<file path="src/rtl/lsu.sv">
// Load/store unit: one byte, halfword or word access per request on a word-wide
// single-port data bus, returning an extended load result or a store completion.
module lsu (
  input  logic        clk,
  input  logic        reset,
  input  logic        in_valid,
  input  logic        in_store,
  input  logic [2:0]  in_funct3,
  input  logic [31:0] in_addr,
  input  logic [31:0] in_wdata,
  output logic        busy,
  output logic        done,
  output logic        err,
  output logic [31:0] load_data,
  output logic        mem_req,
  output logic        mem_we,
  output logic [29:0] mem_addr,
  output logic [3:0]  mem_wstrb,
  output logic [31:0] mem_wdata,
  input  logic        mem_ready,
  input  logic [31:0] mem_rdata
);

  typedef enum logic [1:0] {
    S_IDLE,
    S_ACCESS,
    S_DONE
  } state_t;

  state_t      r_state;
  logic        r_store;
  logic [2:0]  r_funct3;
  logic [1:0]  r_off;

  logic        w_legal;
  logic        w_aligned;
  logic [3:0]  w_wstrb;
  logic [31:0] w_wdata;
  logic [31:0] w_shifted;
  logic [31:0] w_load;

  // Request decode: legality, alignment and lane placement of store data.
  always_comb begin
    w_legal   = 1'b0;
    w_aligned = 1'b0;
    w_wstrb   = 4'b0000;
    w_wdata   = in_wdata;
    if (in_store) begin
      w_legal = (in_funct3 == 3'b000) || (in_funct3 == 3'b001) || (in_funct3 == 3'b010);
    end else begin
      w_legal = (in_funct3 == 3'b000) || (in_funct3 == 3'b001) || (in_funct3 == 3'b010) ||
                (in_funct3 == 3'b100) || (in_funct3 == 3'b101);
    end
    case (in_funct3[1:0])
      2'b00: begin
        w_aligned = 1'b1;
        w_wstrb   = 4'b0001 << in_addr[1:0];
        w_wdata   = {4{in_wdata[7:0]}};
      end
      2'b01: begin
        w_aligned = ~in_addr[0];
        w_wstrb   = 4'b0011 << in_addr[1:0];
        w_wdata   = {2{in_wdata[15:0]}};
      end
      default: begin
        w_aligned = (in_addr[1:0] == 2'b00);
        w_wstrb   = 4'b1111;
        w_wdata   = in_wdata;
      end
    endcase
    if (!in_store) begin
      w_wstrb = 4'b0000;
    end
  end

  // Load extraction: move the addressed lane down to bit 0, then extend.
  assign w_shifted = mem_rdata >> {r_off, 3'b000};

  always_comb begin
    w_load = w_shifted;
    case (r_funct3)
      3'b000:  w_load = {{24{w_shifted[7]}}, w_shifted[7:0]};
      3'b100:  w_load = {24'h0, w_shifted[7:0]};
      3'b001:  w_load = {{16{w_shifted[15]}}, w_shifted[15:0]};
      3'b101:  w_load = {16'h0, w_shifted[15:0]};
      default: w_load = w_shifted;
    endcase
  end

  // NOTE: all state and outputs update with non-blocking assignments so every
  // read in this block sees the pre-edge value, independent of statement order.
  always_ff @(posedge clk) begin
    if (reset) begin
      r_state   <= S_IDLE;
      r_store   <= 1'b0;
      r_funct3  <= 3'b000;
      r_off     <= 2'b00;
      busy      <= 1'b0;
      done      <= 1'b0;
      err       <= 1'b0;
      load_data <= 32'h0;
      mem_req   <= 1'b0;
      mem_we    <= 1'b0;
      mem_addr  <= 30'h0;
      mem_wstrb <= 4'b0000;
      mem_wdata <= 32'h0;
    end else begin
      done <= 1'b0;
      err  <= 1'b0;
      case (r_state)
        S_IDLE: begin
          if (in_valid) begin
            busy     <= 1'b1;
            r_store  <= in_store;
            r_funct3 <= in_funct3;
            r_off    <= in_addr[1:0];
            if (w_legal && w_aligned) begin
              r_state   <= S_ACCESS;
              mem_req   <= 1'b1;
              mem_we    <= in_store;
              mem_addr  <= in_addr[31:2];
              mem_wstrb <= w_wstrb;
              mem_wdata <= w_wdata;
            end else begin
              // Rejected requests complete immediately without touching the bus.
              r_state   <= S_DONE;
              done      <= 1'b1;
              err       <= 1'b1;
              load_data <= 32'h0;
            end
          end
        end
        S_ACCESS: begin
          if (mem_ready) begin
            r_state   <= S_DONE;
            mem_req   <= 1'b0;
            mem_we    <= 1'b0;
            mem_wstrb <= 4'b0000;
            done      <= 1'b1;
            load_data <= r_store ? 32'h0 : w_load;
          end
        end
        S_DONE: begin
          r_state <= S_IDLE;
          busy    <= 1'b0;
        end
        default: begin
          r_state <= S_IDLE;
          busy    <= 1'b0;
        end
      endcase
    end
  end

endmodule
</file>
<file path="config.mk">
export PLATFORM = sky130hd
export DESIGN_NAME = lsu
export DESIGN_NICKNAME = d
export VERILOG_FILES = /design/src/rtl/lsu.sv
export SDC_FILE = /design/constraint.sdc
export NUM_CORES = 1
export LEC_CHECK = 0
export ABC_AREA = 1
export BUFFER_PORTS_ARGS = -buffer_cell sky130_fd_sc_hd__buf_2
export CAP_MARGIN = 5
export CORE_MARGIN = 10
export CORE_UTILIZATION = 30
export CTS_BUF_LIST = sky130_fd_sc_hd__clkbuf_16
export DETAILED_ROUTE_END_ITERATION = 6
export GPL_ROUTABILITY_DRIVEN = 1
export PLACE_DENSITY = 0.55
export RECOVER_POWER = 50
export SYNTH_ARGS = -nofsm -noshare
export SYNTH_HDL_FRONTEND = slang
export SYNTH_SLANG_ARGS = --single-unit
export TNS_END_PERCENT = 5
</file>
<file path="constraint.sdc">
create_clock -name clk -period 2.3 [get_ports clk]
set_input_delay 0 -clock clk [delete_from_list [all_inputs] [get_ports clk]]
set_output_delay 0 -clock clk [all_outputs]
set_load 0.005 [all_outputs]
</file>
==> flow_metrics.py <==
metrics = {
    "power_and_ir_drop": {
        "share_comb_of_total_power_pct": 21.2,
        "clkPwrFrac_pct": 34.5,
        "total_power_uw": 4720,
        "ir_drop_mv": 0.408,
        "power.density_nw_per_um2": 617,
        "p_sw_uw": 1460,
        "p_sw_share_pct": 30.9,
        "p_int_uw": 3260,
        "p_leak_uw": 0.00384,
        "p_seq_share_pct": 44.3,
    },
    "detailed_routing": {
        "drt-total-wl_um": 19700,
        "drc": 0,
        "drt_iter0_drc": 246,
        "avgRoutedWirePerCell_um": 13.7,
        "viasPerCell": 4.32,
        "ant_nets": 0,
        "vias": 6224,
        "dr.pass1.iters": 4,
    },
    "cts": {
        "clock-root-buffer": "clkbuf_16",
        "cts_made_buffers": 9,
        "insertion_delay_ps": 360,
        "clockBufferDepth": 2,
        "cts_tree": "yes",
        "clock-sinks": 111,
        "htreeDepth": 3,
        "clkSlewWorstSetupHoldPaths_ps": 80,
    },
    "finish": {
        "nNetsFinal": 1279,
        "n_fill_cell": 2112,
        "syn_to_final_growth_pct": 32.6,
        "post-route-util_pct": 40.6,
        "post_route_cells_drive_above_1_share_pct": 12.7,
    },
    "synthesis": {
        "synth_area_leaders": "dfxtp_1, nand2_1, inv_1, a21oi_1, nand3_1",
        "syn_nets": 1058,
        "synthFlopType": "dfxtp_1",
        "yosys-top-cells-count": "nand2_1, inv_1, dfxtp_1, nor2_1, a21oi_1",
        "synth.largest_area_cell": "dfxtp_1",
        "synth_top_area_share_pct": 38.5,
        "syn_inst": 954,
        "synth_edf_count": 0,
        "ys_warn_count": 0,
        "yosysMostFrequentCell": "nand2_1",
        "avgSynthCellArea_um2": 6.04,
        "synth-seq-area-share_pct": 38.5,
        "syn_area_um2": 5770,
        "ys_ff_latch": 111,
        "yosysUniqueCellTypes": 21,
        "async_reset_ff_share_pct": 0,
    },
    "min_path": {
        "hold_depth": 5,
        "hold_start": "in_wdata[15]",
        "holdPathEnd": "mem_wdata[15]$_SDFFE_PP0P_",
        "timing.hold.worst.class": "primary input to flop",
    },
    "critical_path": {
        "required_ps": 2530,
        "r2r-end": "load_data[17]$_SDFFE_PP0P_",
        "endpoint_kind": "flop",
        "crit_path_start_kind": "flop",
        "timing.rr.start": "r_funct3[1]$_SDFFE_PP0P_",
        "worstPathMaxFanout": 18,
        "worst_ep_arrival_time_ps": 2060,
        "r2r_cells": 7,
        "reg2reg_slack_ps": 470,
        "path_class": "flop to flop",
    },
    "sta": {
        "finalHoldViolations": 0,
        "tightest_slew_ps": 721,
        "post-route-period-util_pct": 79.6,
        "fin_setup_tns_ps": 0,
        "fmax_ghz": 0.546,
        "setup_violations": 0,
        "finalCriticalPeriod_ps": 1830,
        "rsz0062_at_grt": "no",
        "clock_skew_ps": 9.03,
        "report.final.slew_viol_count": 0,
        "slew_headroom_pct": 51.9,
    },
    "floorplanning": {
        "ios": 207,
        "die_x_um": 159,
        "initial_core_util_pct": 30.6,
        "rows": 50,
        "die-area_um2": 25200,
        "core_um2": 18800,
        "die_h_um": 159,
    },
    "grt": {
        "grt_max_degree": 65,
        "gr-total-overflow": 0,
        "grt_pass1_wl_um": 30900,
        "grt_usage_pct": 15.4,
        "antenna_found_initial": 3,
        "grt_pass1_vias": 5896,
    },
    "flow_run": {
        "max-cap-violations": 0,
    },
    "run_status": {
        "status": "complete, no violations",
    },
    "placement": {
        "gp_congestion": 0.828,
        "portBuffers": 206,
        "dp_hpwl_um": 14100,
    },
}
-- worst max-delay path, stage by stage (launching register included) --
cell	delay (ps)
dfxtp_1	660
inv_1	170
nand2_1	130
nor2_1	60
nand3_2	160
nand3_2	280
nand2_1	170
a21oi_1	80
-- power groups by stage --
stage          clock network (uW)  logic (uW)  registers (uW)
3_5_place_dp                    0         968            2140
2_1_floorplan                   0         610            2130
4_1_cts                      1710        1040            2090
3_3_place_gp                    0         965            2130
6_report                     1630         999            2090
5_1_grt                      1760        1150            2110
-- worst max-delay path by stage --
stage                                      end                startpoint  cells after the start  slack (ps)
floorplan           load_data[25]$_SDFFE_PP0P_     r_off[0]$_SDFFE_PP0P_                      9         850
global placement    load_data[17]$_SDFFE_PP0P_  r_funct3[1]$_SDFFE_PP0P_                      7         500
detailed placement   mem_wdata[1]$_SDFFE_PP0P_              in_funct3[0]                     11         440
CTS                 load_data[17]$_SDFFE_PP0P_  r_funct3[1]$_SDFFE_PP0P_                      7         470
global route        load_data[19]$_SDFFE_PP0P_  r_funct3[1]$_SDFFE_PP0P_                      7         290
finish              load_data[17]$_SDFFE_PP0P_  r_funct3[1]$_SDFFE_PP0P_                      7         470
-- flip-flops by register name, indices dropped and copies added, names as in the netlist --
| signal | cells |
|---|---|
| load_data | 32 |
| mem_wdata | 32 |
| mem_addr | 30 |
| mem_wstrb | 4 |
| r_funct3 | 3 |
| r_off | 2 |
| r_state | 2 |
| busy | 1 |
| done | 1 |
| err | 1 |
| mem_req | 1 |
| mem_we | 1 |
| r_store | 1 |
-- cells by family (layout without fill, tap and decap cells) --
kind of cell           Yosys count  after routing  share of synthesized area (%)
AOI/OAI and AO/OA              127            127                           11.8
buffers and inverters          244            469                           16.4
and+or+nand+nor                472            472                           33.2
other                            0              1                              0
DFF                            111            111                           38.5
-- layout by cell type, fill, tap and decap left out, drive strengths merged --
master and n:
a21boi 3, bufinv 1, nor3 1, inv 189, o21ai 26, clkbuf 99, diode 1, clkinv 3
nand2 289, o21a 1, clkinvlp 1, nand3 85, a21oi 83, dfxtp 111, o211ai 14, dlygate4sd3 47
nand4 2, buf 129, nor2 95
-- stage by stage --
stage | cell area, um2 | instances | hold slack [ps] | worst slack, ps
global route | 7640 | 1439 | 37.0 | 286
CTS | 7760 | 1439 | 3.15 | 474
detailed placement | 6990 | 1377 | 281 | 441
finish | 7650 | 1440 | 7.30 | 469
floorplan | 5770 | 954 | 167 | 855
global placement | 6990 | 1377 | 269 | 503
-- metal layers --
layer / wire length, um / global-route usage [%] / up-vias
li1: - / - / 3314
met1: 9080 / 19.5 / 2708
met2: 8580 / 23.8 / 171
met3: 1640 / 5.26 / 27
met4: 379 / 5.34 / 4
met5: 23 / 0 / -
-- what timing repair did --
| action | CTS | global route |
|---|---|---|
| hold endpoints to repair | 47 | 0 |
| setup endpoints to repair | 0 | 0 |
| buffers inserted | 0 | 0 |
| resized for setup | 0 | 0 |
| hold buffers | 47 | 0 |
-- area by class of cell --
type / count / area (um2) / area share, %
tap: 260 / 325 / 4.25
clock buffer: 9 / 225 / 2.95
timing repair buffer: 266 / 1500 / 19.6
inverter: 188 / 706 / 9.23
sequential: 111 / 2220 / 29.1
antenna: 1 / 2.50 / 0.0327
multi-input combinational: 599 / 2600 / 34.0
clock inverter: 6 / 70.1 / 0.916
No activity file was read; power rests on OpenSTA's default activity.
